File: src/rtl/ac_control_unit_if.sv
// ac_control_unit_if
//   Bundles the decode/timing inputs, the DR bus, the input-device handshake
//   and the accumulator status outputs of ac_control_unit.
//
//   Handshake (valid/ready): the device drives in_valid/in_data; a character
//   is transferred on a rising clk edge where in_valid & in_ready are both
//   high. in_ready is ~fgi, so at most one character is buffered until the
//   CPU consumes it with INP.
//
//   master : timing/decode logic plus the input device (drives commands,
//            operand and character; observes AC, E, flag and skip)
//   slave  : ac_control_unit
interface ac_control_unit_if #(
    parameter int WIDTH    = 16,
    parameter int IN_WIDTH = 8
);
    logic                d0;
    logic                d1;
    logic                d2;
    logic                t5;
    logic                r;
    logic                p;
    logic [11:0]         ir_b;
    logic [WIDTH-1:0]    d_ac;
    logic                in_valid;
    logic [IN_WIDTH-1:0] in_data;
    logic                in_ready;
    logic                fgi;
    logic [WIDTH-1:0]    q_ac;
    logic                q_e;
    logic                skip;

    modport master (
        output d0, d1, d2, t5, r, p, ir_b, d_ac, in_valid, in_data,
        input  in_ready, fgi, q_ac, q_e, skip
    );

    modport slave (
        input  d0, d1, d2, t5, r, p, ir_b, d_ac, in_valid, in_data,
        output in_ready, fgi, q_ac, q_e, skip
    );
endinterface

File: src/rtl/ac_control_unit.sv
// ac_control_unit
//   Accumulator datapath for the basic computer: AND/ADD/LDA memory
//   reference at T5, the register-reference set on AC/E, and the input port
//   (INPR buffer, FGI flag, INP and SKI).
//
//   Ports:
//     clk  - rising-edge clock
//     rst  - synchronous active-high reset
//     bus  - ac_control_unit_if.slave: d0..d2, t5, r, p, ir_b, d_ac,
//            in_valid/in_data/in_ready, fgi, q_ac, q_e, skip
//
//   All results appear on the outputs one clock after the command cycle.
//   skip is a registered one-cycle pulse.
module ac_control_unit #(
    parameter int WIDTH    = 16,
    parameter int IN_WIDTH = 8
) (
    input  logic             clk,
    input  logic             rst,
    ac_control_unit_if.slave bus
);

    logic [WIDTH-1:0]    ac_q, ac_n;
    logic                e_q, e_n;
    logic                fgi_q, fgi_n;
    logic [IN_WIDTH-1:0] inpr_q, inpr_n;
    logic                skip_q, skip_n;
    logic                inp_exec;
    logic                unused_ir0;

    assign unused_ir0 = bus.ir_b[0];

    always_comb begin
        ac_n     = ac_q;
        e_n      = e_q;
        fgi_n    = fgi_q;
        inpr_n   = inpr_q;
        skip_n   = 1'b0;
        inp_exec = 1'b0;

        if (bus.t5 && bus.d0) begin
            ac_n = ac_q & bus.d_ac;
        end else if (bus.t5 && bus.d1) begin
            {e_n, ac_n} = {1'b0, ac_q} + {1'b0, bus.d_ac};
        end else if (bus.t5 && bus.d2) begin
            ac_n = bus.d_ac;
        end else if (bus.r) begin
            // Highest set bit of ir_b[11:5] wins.
            if (bus.ir_b[11]) begin
                ac_n = '0;
            end else if (bus.ir_b[10]) begin
                e_n = 1'b0;
            end else if (bus.ir_b[9]) begin
                ac_n = ~ac_q;
            end else if (bus.ir_b[8]) begin
                e_n = ~e_q;
            end else if (bus.ir_b[7]) begin
                ac_n = {e_q, ac_q[WIDTH-1:1]};
                e_n  = ac_q[0];
            end else if (bus.ir_b[6]) begin
                ac_n = {ac_q[WIDTH-2:0], e_q};
                e_n  = ac_q[WIDTH-1];
            end else if (bus.ir_b[5]) begin
                ac_n = ac_q + WIDTH'(1);
            end
            // Skip tests look at the values before this cycle's update.
            skip_n = (bus.ir_b[4] & ~ac_q[WIDTH-1])
                   | (bus.ir_b[3] &  ac_q[WIDTH-1])
                   | (bus.ir_b[2] & (ac_q == '0))
                   | (bus.ir_b[1] & ~e_q);
        end else if (bus.p) begin
            if (bus.ir_b[11]) begin
                ac_n[IN_WIDTH-1:0] = inpr_q;
                fgi_n              = 1'b0;
                inp_exec           = 1'b1;
            end
            if (bus.ir_b[9] && fgi_q) begin
                skip_n = 1'b1;
            end
        end

        // An INP in the same cycle keeps the buffer closed until the next
        // edge, so the flag clear is never overridden by a new character.
        if (bus.in_valid && !fgi_q && !inp_exec) begin
            inpr_n = bus.in_data;
            fgi_n  = 1'b1;
        end
    end

    always_ff @(posedge clk) begin
        if (rst) begin
            ac_q   <= '0;
            e_q    <= 1'b0;
            fgi_q  <= 1'b0;
            inpr_q <= '0;
            skip_q <= 1'b0;
        end else begin
            ac_q   <= ac_n;
            e_q    <= e_n;
            fgi_q  <= fgi_n;
            inpr_q <= inpr_n;
            skip_q <= skip_n;
        end
    end

    assign bus.q_ac     = ac_q;
    assign bus.q_e      = e_q;
    assign bus.fgi      = fgi_q;
    assign bus.in_ready = ~fgi_q;
    assign bus.skip     = skip_q;

endmodule

File: src/flat_wrapper.sv
// flat-port wrapper written by rule: the top's interface ports become plain ports
module ac_control_unit_flat 
#(
    parameter int WIDTH    = 16,
    parameter int IN_WIDTH = 8
)
  (clk, rst, bus_d0, bus_d1, bus_d2, bus_t5, bus_r, bus_p, bus_ir_b, bus_d_ac, bus_in_valid, bus_in_data, bus_in_ready, bus_fgi, bus_q_ac, bus_q_e, bus_skip);
  ac_control_unit_if #(.WIDTH(WIDTH), .IN_WIDTH(IN_WIDTH)) bus_i ();
  input  logic clk;
  input  logic rst;
  input wire logic [$bits(bus_i.d0)-1:0] bus_d0;
  input wire logic [$bits(bus_i.d1)-1:0] bus_d1;
  input wire logic [$bits(bus_i.d2)-1:0] bus_d2;
  input wire logic [$bits(bus_i.t5)-1:0] bus_t5;
  input wire logic [$bits(bus_i.r)-1:0] bus_r;
  input wire logic [$bits(bus_i.p)-1:0] bus_p;
  input wire logic [$bits(bus_i.ir_b)-1:0] bus_ir_b;
  input wire logic [$bits(bus_i.d_ac)-1:0] bus_d_ac;
  input wire logic [$bits(bus_i.in_valid)-1:0] bus_in_valid;
  input wire logic [$bits(bus_i.in_data)-1:0] bus_in_data;
  output wire logic [$bits(bus_i.in_ready)-1:0] bus_in_ready;
  output wire logic [$bits(bus_i.fgi)-1:0] bus_fgi;
  output wire logic [$bits(bus_i.q_ac)-1:0] bus_q_ac;
  output wire logic [$bits(bus_i.q_e)-1:0] bus_q_e;
  output wire logic [$bits(bus_i.skip)-1:0] bus_skip;
  assign bus_i.d0 = bus_d0;
  assign bus_i.d1 = bus_d1;
  assign bus_i.d2 = bus_d2;
  assign bus_i.t5 = bus_t5;
  assign bus_i.r = bus_r;
  assign bus_i.p = bus_p;
  assign bus_i.ir_b = bus_ir_b;
  assign bus_i.d_ac = bus_d_ac;
  assign bus_i.in_valid = bus_in_valid;
  assign bus_i.in_data = bus_in_data;
  assign bus_in_ready = bus_i.in_ready;
  assign bus_fgi = bus_i.fgi;
  assign bus_q_ac = bus_i.q_ac;
  assign bus_q_e = bus_i.q_e;
  assign bus_skip = bus_i.skip;
  ac_control_unit #(.WIDTH(WIDTH), .IN_WIDTH(IN_WIDTH)) u_core (.clk(clk), .rst(rst), .bus(bus_i));
endmodule
File: config.mk
export PLATFORM = sky130hd
export DESIGN_NAME = ac_control_unit_flat
export DESIGN_NICKNAME = d
export VERILOG_FILES = /design/src/rtl/ac_control_unit_if.sv /design/src/rtl/ac_control_unit.sv /design/src/flat_wrapper.sv
export SDC_FILE = /design/constraint.sdc
export NUM_CORES = 1
export LEC_CHECK = 0
export ABC_AREA = 1
export BUFFER_PORTS_ARGS = -buffer_cell sky130_fd_sc_hd__buf_2
export CAP_MARGIN = 20
export CORE_UTILIZATION = 30
export CTS_CLUSTER_DIAMETER = 200
export CTS_CLUSTER_SIZE = 10
export DETAILED_ROUTE_END_ITERATION = 16
export PLACE_DENSITY = 0.54
export REMOVE_ABC_BUFFERS = 1
export SLEW_MARGIN = 20
export SYNTH_ARGS = -nofsm -noshare
export SYNTH_HDL_FRONTEND = slang
export SYNTH_SLANG_ARGS = --single-unit
File: constraint.sdc
create_clock -name clk -period 1.75 [get_ports clk]
set_input_delay 0.2625 -clock clk [delete_from_list [all_inputs] [get_ports clk]]
set_output_delay 0.2625 -clock clk [all_outputs]
set_load 0.1 [all_outputs]
# --- After elaboration in Yosys (flattened, before gate mapping) ---
# Index checks and enable logic that the tools add are counted.
# W data, S select, Z words.
word_totals:
  ff_bits: 27
  input_bits: 45
  out_inout_bits: 20
op_classes:
  add_sub_neg: 2
  eq_ne: 9
  mux: 39
  n_bitwise: 13
  n_reduce_logical: 22
ops:
  columns: ["cell", "n"]
  rows:
  - ["$mux W16", 10]
  - ["$mux W8", 4]
  - ["$mux W1", 25]
  - ["$add A16 B16 Y17", 1]
  - ["$add A16 B1 Y16 const B", 1]
  - ["$and A16 B16 Y16", 1]
  - ["$logic_not A16 Y1", 1]
  - ["$not A16 Y16", 1]
  - ["$reduce_bool A5 Y1", 3]
  - ["$reduce_and A6 Y1", 2]
  - ["$reduce_bool A8 Y1", 1]
  - ["$logic_and A1 B1 Y1", 6]
  - ["$ne A2 B1 Y1 const B", 3]
  - ["$ne A2 B2 Y1 const B", 3]
  - ["$ne A6 B1 Y1 const B", 1]
  - ["$reduce_bool A2 Y1", 3]
  - ["$ne A5 B1 Y1 const B", 1]
  - ["$reduce_and A5 Y1", 1]
  - ["$and A1 B1 Y1", 4]
  - ["$not A1 Y1", 4]
  - ["$reduce_and A4 Y1", 1]
  - ["$reduce_bool A4 Y1", 1]
  - ["$reduce_or A4 Y1", 1]
  - ["$ne A3 B1 Y1 const B", 1]
  - ["other kinds (2)", 5]

# --- Depth between registers and ports, before layout ---
# Gate-level depths: netlist of run 1.
depth:
  word_depth: 12
  mapped_depth: 15
  ltp_nobuf: 15

# --- Least setup slack after synthesis of run 1 ---
# Ideal clock, no wire load.
synth_timing:
  kind: "register to register"
  start: "reg u_core.ac_q[0], in the netlist u_core.bus.q_ac[0]"
  end: "reg u_core.ac_q[14], in the netlist u_core.bus.q_ac[14]"
  setup_ns: 0.134
  t_arrival_ns: 2.439
  t_required_ns: 1.616
  slack_ns: -0.823
  stages_incl_launch_ff: 16
  n_path_buf: 0
  period_less_slack_ns: 2.573
  cell_sequence: "dfxtp_1 -> ha_1 -> fa_1 -> nand2_1 -> nand2_1 -> nand2_1 -> nand2_1 -> inv_1 -> o21ai_2 -> nand3_1 -> nand2_1 -> nand2_1 -> nand3_1 -> nand3_1 -> nand2_1 -> a21oi_1"
synth_via:
  elab_chain_len: 12
  elab_cells_between_ends: 13
  cone_classes: "add/sub: 2; mux: 11"
synth_rtl:
  columns: ["element", "line", "rtl"]
  rows:
  - ["start, declared", "ac_control_unit.sv:23", "logic [WIDTH-1:0] ac_q, ac_n;"]
  - ["start signal, assigned", "ac_control_unit.sv:98", "ac_q <= ac_n;"]
  - ["$add A16 B1 Y16", "ac_control_unit.sv:64", "ac_n = ac_q + WIDTH'(1);"]
  - ["$mux W16", "ac_control_unit.sv:63", "end else if (bus.ir_b[5]) begin"]
  - ["$mux W16", "ac_control_unit.sv:60", "end else if (bus.ir_b[6]) begin"]
  - ["$mux W16", "ac_control_unit.sv:57", "end else if (bus.ir_b[7]) begin"]
  - ["$mux W16", "ac_control_unit.sv:55", "end else if (bus.ir_b[8]) begin"]
  - ["$mux W16", "ac_control_unit.sv:53", "end else if (bus.ir_b[9]) begin"]
  - ["$mux W16", "ac_control_unit.sv:51", "end else if (bus.ir_b[10]) begin"]
  - ["$mux W16", "ac_control_unit.sv:49", "if (bus.ir_b[11]) begin"]
  - ["$mux W8", "ac_control_unit.sv:47", "end else if (bus.r) begin"]
  - ["$mux W16", "ac_control_unit.sv:45", "end else if (bus.t5 && bus.d2) begin"]
  - ["$mux W16 *", "ac_control_unit.sv:43", "end else if (bus.t5 && bus.d1) begin"]
  - ["$mux W16 *", "ac_control_unit.sv:41", "if (bus.t5 && bus.d0) begin"]
# Mark *: on every way between the ends. The rest lies on a longest branch, timed or not. The select of a mux whose other input is x is not followed.
# A chain may end at the register's enable or synchronous reset.

# --- Worst setup path in the final report of run 1 ---
layout_timing:
  start: "reg u_core.ac_q[0], in the netlist u_core.bus.q_ac[0]"
  end: "reg u_core.ac_q[6], in the netlist u_core.bus.q_ac[6]"
# Same word-level chain as after synthesis.

==> results of run 1 <==
[per-stage QoR]
step	cell area (um2)	total power, mW	utilization	cells
after floorplan	3280	1.77	-	581
after global placement	4370	2.39	0.400	862
after detailed placement	4370	2.40	0.400	862
after CTS	4710	3.10	0.431	867
after global routing	5080	3.45	0.465	874
final	5080	3.25	0.465	874
[registers in the layout (all words and copies together), names as in the netlist]
register,flops
u_core.bus.fgi,1
u_core.inpr_q,8
u_core.bus.q_ac,16
u_core.bus.skip,1
u_core.bus.q_e,1
[worst paths after layout]
kind / from / to / slack (ns)
worst max-delay path: u_core.bus.q_ac[0]$_SDFFE_PP0P_ / u_core.bus.q_ac[6]$_SDFFE_PP0P_ / -0.12
worst min-delay path: bus_in_data[0] / u_core.inpr_q[0]$_SDFFE_PP0P_ / 0.22
worst max register to register: u_core.bus.q_ac[0]$_SDFFE_PP0P_ / u_core.bus.q_ac[6]$_SDFFE_PP0P_ / -0.12
worst min register to register: u_core.inpr_q[1]$_SDFFE_PP0P_ / u_core.inpr_q[1]$_SDFFE_PP0P_ / 0.46
[worst max-delay path, stage by stage (launching register included)]
cell and delay [ns]:
dfxtp_4 0.36, ha_4 0.16, fa_2 0.33, nand2_1 0.07, nand2_1 0.04, nand2_1 0.07
nand2_2 0.08, inv_2 0.08, o21ai_2 0.08, a21oi_2 0.13, o21ai_1 0.08, nand2_1 0.06
inv_1 0.04, nand2_1 0.05, nand2_1 0.04, a21oi_1 0.13
[synthesized netlist by cell type (2+ instances only)]
library cell | instances | area (um2)
nand3_1 | 44 | 220
o21ai_1 | 10 | 50.1
nor3_1 | 3 | 15.0
clkbuf_1 | 11 | 41.3
inv_1 | 59 | 221
xor2_1 | 10 | 87.6
a21oi_1 | 82 | 410
inv_4 | 2 | 12.5
nand4_1 | 5 | 31.3
a211oi_1 | 2 | 15.0
o21bai_1 | 3 | 22.5
nor2_2 | 10 | 62.6
o22ai_1 | 2 | 12.5
ha_1 | 18 | 225
buf_2 | 11 | 55.1
or2_2 | 3 | 18.8
inv_2 | 5 | 18.8
o21ai_0 | 38 | 190
nor2_1 | 60 | 225
nand2_2 | 9 | 56.3
nor4_1 | 2 | 12.5
a21oi_2 | 2 | 17.5
dfxtp_1 | 27 | 541
o211ai_1 | 9 | 67.6
buf_6 | 2 | 22.5
nand2_1 | 163 | 612
[metal layers]
layer  part of all wire  wire length, um  vias to the layer above
met1               0.47             6300                     2101
met4              0.015              203                        0
met3              0.043              571                       13
met2               0.47             6260                      123
li1                   -                -                     2252
met5                  0                0                        -
[kinds of logic (layout without fill, tap and decap cells)]
group                    count (synthesis)  in the layout  synth area share
AND/OR/NAND/NOR                        305            305             0.389
AO/OA/AOI/OAI                          154            154             0.245
buffers and inverters                   91            219             0.111
flip-flops                              27             27             0.159
adder cells (fa/ha/maj)                 19             19            0.0720
XOR/XNOR                                10             10            0.0257
[where the power goes]
| part | switching, mW | internal, mW |
|---|---|---|
| clock network | 0.257 | 0.312 |
| registers | 0.0609 | 0.679 |
| logic | 1.22 | 0.716 |
[final cells by class]
cell class | instances | area [um2] | area share
well taps | 140 | 175 | 0.0345
clock buffers | 3 | 75.1 | 0.0148
inverters | 66 | 253 | 0.0497
multi-input cells | 488 | 2960 | 0.583
clock inverters | 1 | 7.51 | 0.00148
flip-flops and latches | 27 | 567 | 0.112
repair buffers | 149 | 1040 | 0.205
[what timing repair did]
action / in CTS / in global routing
gates resized for setup: 59 / 75
setup buffers: 1 / 6
setup endpoints to repair: 17 / 17
pin swaps: 19 / 33
gates cloned: 0 / 1
==> metrics.md, run 1 <==
| Metric | Value |
|---|---|
| # DRC | 0 |
| Post-synth cell types | 40 |
| Initial Util | 0.312 |
| Fillers | 1186 |
| Power per Cell Area | about 640 nW/um2 |
| Met2 usage | 0.369 |
| Iteration-0 DRC Markers | 273 |
| Ant. Diodes | 0 |
| Antenna Nets Post-Route | 0 |
| # setup viols final | 12 |
| Synthesized area | 3410 um2 |
| Core area | around 11000 um2 |
| IO Count | 65 |
| Met3 usage | 0.00964 |
| Max-cap viol count | 0 |
| Most frequent cells in the layout | nand2_1, buf_4, a21oi_1 |
| Initial antenna violation count | 0 |
| Max Freq | 0.534 GHz |
| Mapped Avg Cell Area | 5.62 um2 |
| Run status | finished with violations |
| Root Buffer | clkbuf_16 |
| Placer Congestion | 0.948 |
| Post-Route WL | ~13000 um |
| CTS tree | done |
| EDFF count, synth | 0 |
| Fin. max-slew vios | 0 |
| Maximum VDD drop | 0.364 mV |
| Final setup TNS | -0.625 ns |
| Place WS | -0.269 ns |
| Vias in the first global route | 4107 |
| Final setup margin | -0.123 ns |
| Synthesis-stage register bit count | 27 |
| TritonCTS Sinks | 27 |
| CP arrival | about 2.1 ns |
| Failing checks | negative setup slack |
| Vias per std cell | 5.14 |
| Worst skew pair latency | between 0.2 and 0.3 ns |
| CP Max Fanout | 4 |
| Hold WS | 0.216 ns |
| Gr busiest metal | met2 |
| Die Y | ~110 um |
| Vias | 4489 |
| Routed len/inst | between 15 and 20 um |
| RSZ-0062 raised after global routing | true |
| H-tree Lvls | 1 |
| CTS Buffer Depth | 2 |
| CP Class | reg -> reg |
| Largest net degree at the start of global routing | 23 |
| R2R depth | 15 |
| Hold Path Depth | 3 |
| Die width | between 100 and 150 um |
| Worst-Margin Slew | between 0.4 and 0.5 ns |
| Layout Area Growth over Synthesis | 49.2% |
| Post-layout min period | 1.87 ns |
| Ys Warns | 0 |
| Ys flop type | dfxtp_1 |
| Share of cells above drive strength 1 | 0.377 |
| LEAKAGE | 2.39 nW |
| Total congestion overflow | 0 |
| IO Port Bufs | 63 |
| Clock slew at reported path FFs | around 0.080 ns |
| Hold crit path type | in -> reg |
| HPWL Detailed | about 10000 um |
| Grt met1 use | 0.314 |
| Worst setup EP type | register |
| Row cnt | 38 |
| Synth async-reset ratio | 0 |
| Register area share after synthesis | 0.159 |
| Die area | 11800 um2 |
| Hold Fails Final Rpt | 0 |
| First-pass GRT wire length | a little over 20000 um |
| Total Routing Usage GR | 0.224 |
| Cells after synthesis | 606 |
| CTS Hold Buffers Added | 0 |
| CP required | 1.95 ns |
| Fin crit share | 1.07 |
| CTS Buf Count | 3 |
| Clock skew | 0.00583 ns |
| TritonRoute pass-1 iters | 5 |
| Critical Path Start Type | register |
| Commonest non-fill, non-tap cell in the layout | nand2_1 |
| Final Net Count | 799 |
| Slew headroom | 0.675 |
Power figures use the tool's default switching activity.
==> run 2: changes to the inputs <==
ABC_AREA = unset   (was 1)
CORE_UTILIZATION = 45   (was 30)
PLACE_DENSITY = 0.74   (was 0.54)
==> run 2 against run 1 <==
  * The flow still finishes with violations (negative setup slack)
  * Via count grew 2.5%
  * Maximum frequency shrank 16%
  * First-iteration DRC count grew 85%
  * Area after synthesis shrank 3.8%
  * Sequential share of layout area is essentially flat
  * Worst setup slack lost 0.35 ns
  * Count of clock-buffer cells in the layout is the same
  * Power shrank 6.4%
  * Clock power shrank 28%
  * Sequential cell count is the same
  * Global-route usage grew 14 points
  * Largest cell class unchanged
==> metrics.md, run 2 <==
| Metric | Value |
|---|---|
| Largest net degree at the start of global routing | 23 (unchanged) |
| Final setup TNS | -5.19 ns (-4.56 ns) |
| Leading area contributor after synthesis | dfxtp_1 |
| CTS Hold Buffers Added | 0 (unchanged) |
| Comb pwr share | 0.628 (+0.031) |
| Die Y | 87.4 um (-20%) |
| Failing checks | negative setup slack |
| IO Port Bufs | 63 (unchanged) |
| Worst path slowest cell | fa_2 |
| Largest cells by area after synthesis | dfxtp_1, ha_1, nand2_1 |
| Ys flop type | dfxtp_1 |
| Seq pwr share | 0.238 (+0.010) |
| Fin. max-slew vios | 0 (unchanged) |
| Core Util, Final | 0.714 (+0.250) |
| R2r setup slk | -0.48 ns (-0.35 ns) |
| IO Count | 65 (unchanged) |
| CP Depth | 9 (-6) |
| Finished Cell Area | 4930 um2 (-2.9%) |
| Root Buffer | clkbuf_8 |
| Layout Area Growth over Synthesis | 50.5% |
| Total congestion overflow | 0 (unchanged) |
| LEAKAGE | 2.20 nW (-7.9%) |
| Max Freq | 0.449 GHz (-16%) |
| Run status | finished with violations |
| Final setup margin | -0.475 ns (-0.352 ns) |
| Row cnt | 30 (-21%) |
| CTS Buffer Depth | 2 (unchanged) |
| Reg2reg start | u_core.bus.q_ac[0]$_SDFFE_PP0P_ |
| Register area share after synthesis | 0.165 (+0.00624) |
| # DRC | 0 (unchanged) |
| Synth async-reset ratio | 0 (unchanged) |
| R2R depth | 9 (-6) |
| Worst hold endpoint | u_core.inpr_q[7]$_SDFFE_PP0P_ |
| Fin crit share | 1.27 (+0.201) |
| RSZ-0062 raised after global routing | true |
| Cells after synthesis | 464 (-23%) |
| Post-layout min period | 2.23 ns (+0.352 ns) |
| Iteration-0 DRC Markers | 505 (+85%) |
| Ant. Diodes | 0 (unchanged) |
| Area of the multi-input gates | 2770 um2 (-6.5%) |
| Reg-to-reg critical path endpoint | u_core.bus.q_ac[4]$_SDFFE_PP0P_ |
| Maximum VDD drop | 0.330 mV (-9.3%) |
| Area post-placement | 4510 um2 (+3.2%) |
| Hold crit path type | in -> reg |
| Initial Util | 0.475 (+0.163) |
| Fillers | 573 (-52%) |
| Die area | 7630 um2 (-35%) |
| EDFF count, synth | 0 (unchanged) |
| First-pass GRT wire length | 21300 um (+3.2%) |
| Total chip power | 3.04 mW (-6.4%) |
| Clock slew at reported path FFs | 0.11 ns (+0.03 ns) |
| Slowest cell delay on critical path | 0.37 ns (about the same) |
| Mapped Avg Cell Area | 7.06 um2 (+26%) |
| Clock skew | 0.00354 ns (-0.00229 ns) |
| Synthesis-stage register bit count | 27 (unchanged) |
| Share of cells above drive strength 1 | 0.427 (+0.0492) |
| Commonest non-fill, non-tap cell in the layout | buf_4 |
| H-tree Lvls | 1 (unchanged) |
| Power per Cell Area | 616 nW/um2 (-3.5%) |
| Power Internal | 1.58 mW (-7.5%) |
| TritonCTS Sinks | 27 (unchanged) |
| CTS Buf Count | 3 (unchanged) |
| Die width | 87.4 um (-20%) |
| Most common cell in the netlist | nand2_1 |
| Routed len/inst | 19.5 um (+28%) |
| CP Cell Sequence | ha_4 > fa_2 > a21o_1 > a21oi_2 > xnor2_1 > a221oi_2 > o22ai_1 > a21oi_1 > o31ai_1 |
| Vias per std cell | 6.31 (+23%) |
| Final Net Count | 698 (-13%) |
| Hold Fails Final Rpt | 0 (unchanged) |
| Placer Congestion | 0.956 (+0.93%) |
| Max FFs per register | 16 (unchanged) |
| Synthesized area | 3280 um2 (-3.8%) |
| Switch Pwr | 1.46 mW (-5.1%) |
| CP arrival | 2.39 ns (+0.32 ns) |
| Vias | 4602 (+2.5%) |
| HPWL Detailed | 10200 um (-2.1%) |
| Core area | 6910 um2 (-37%) |
| # setup viols final | 16 (+4) |
| Most frequent cells in the layout | buf_4, buf_2, nand2_1 |
| Antenna Nets Post-Route | 0 (unchanged) |
| Initial antenna violation count | 0 (unchanged) |
| Worst-Margin Slew | 0.527 ns (+0.0372 ns) |
| Beginning of the worst hold path | bus_in_data[7] |
| Max-cap viol count | 0 (unchanged) |
| Clk pwr share | 0.134 (-0.041) |
| TritonRoute pass-1 iters | 5 (unchanged) |
| Delay-heaviest family, CP | compound AO/OA/AOI/OAI gates |
| Total Routing Usage GR | 0.363 (+0.139) |
| CP Max Fanout | 2 (-2) |
| Vias in the first global route | 4247 (+3.4%) |
| Register area | 552 um2 (-2.6%) |
| CP Class | reg -> reg |
| Net Sw Frac | 0.481 (+0.00653) |
| Slew headroom | 0.639 (-0.0362) |
| Area share of the largest cell type after synthesis | 0.165 (-0.0147) |
| Ys Warns | 0 (unchanged) |
| Critical Path Start Type | register |
| Worst setup EP type | register |
| Worst skew pair latency | 0.29 ns (+0.02 ns) |
| Post-synth cell types | 66 (+65%) |
| Hold Path Depth | 3 (unchanged) |
| Post-Route WL | 14200 um (+6.4%) |
| Post-synth top cells | nand2_1, nor2_1, a21oi_1, o21ai_0, dfxtp_1 |
| Buf+Inv Stages, Crit Path | 0 (-2) |
| CP required | 1.91 ns (-0.04 ns) |
| CTS tree | done |
-- run 2: through the flow --
stage	setup WS (ns)	instances	hold WS, ns
finish	-0.475	729	0.202
global route	-0.589	729	0.200
CTS	-0.427	728	0.199
detailed placement	-0.700	714	0.503
global placement	-0.610	714	0.493
floorplan	-1.12	428	0.329
-- run 2: area by class of cell --
class	count	share of cell area
multi-input combinational	388	0.562
timing repair buffer	201	0.282
sequential	27	0.112
tap	96	0.0243
inverter	13	0.00989
clock buffer	3	0.00837
clock inverter	1	0.00177
-- run 2: metal layers --
layer,up-vias,wire (um),track usage
met5,-,0,0
met4,0,608,0.165
met3,74,1590,0.0919
met2,345,6320,0.572
met1,2111,5660,0.464
li1,2072,-,-
-- run 2: worst register-to-register path, stage by stage (launching register included) --
cell      delay [ns]
dfxtp_2         0.35
ha_4            0.16
fa_2            0.38
a21o_1          0.22
a21oi_2         0.17
xnor2_1         0.10
a221oi_2        0.28
o22ai_1         0.16
a21oi_1         0.18
o31ai_1         0.10
-- run 2: power by group through the flow --
stage,Clock [mW],Sequential (mW),Combinational (mW)
after global placement,0,0.723,1.62
after CTS,0.410,0.720,1.77
after floorplan,0,1.07,0.645
after detailed placement,0,0.727,1.66
after global routing,0.442,0.728,2.01
final,0.409,0.723,1.91
-- run 2: repair_timing --
action / CTS / global route
setup buffers: 9 / 1
pin swaps: 33 / 17
setup endpoints to repair: 16 / 18
cloned: 1 / 0
resized for setup: 42 / 25
-- run 2: worst max path at each step --
stage,slack [ns],to,from
after detailed placement,-0.70,u_core.bus.q_ac[14]$_SDFFE_PP0P_,bus_d_ac[0]
after global placement,-0.61,u_core.bus.q_ac[14]$_SDFFE_PP0P_,bus_d_ac[0]
after global routing,-0.59,u_core.bus.q_ac[14]$_SDFFE_PP0P_,u_core.bus.q_ac[0]$_SDFFE_PP0P_
after CTS,-0.43,u_core.bus.q_ac[14]$_SDFFE_PP0P_,u_core.bus.q_ac[0]$_SDFFE_PP0P_
after floorplan,-1.12,u_core.bus.q_ac[14]$_SDFFE_PP0P_,u_core.bus.q_ac[2]$_SDFFE_PP0P_
final,-0.48,u_core.bus.q_ac[4]$_SDFFE_PP0P_,u_core.bus.q_ac[0]$_SDFFE_PP0P_
-- run 2: cell families after synthesis --
group	synth area share
compound gates	0.344
fa+ha+maj	0.0748
mux	0.0435
flops	0.165
simple gates	0.265
xor+xnor	0.0427
buf+inv	0.0653
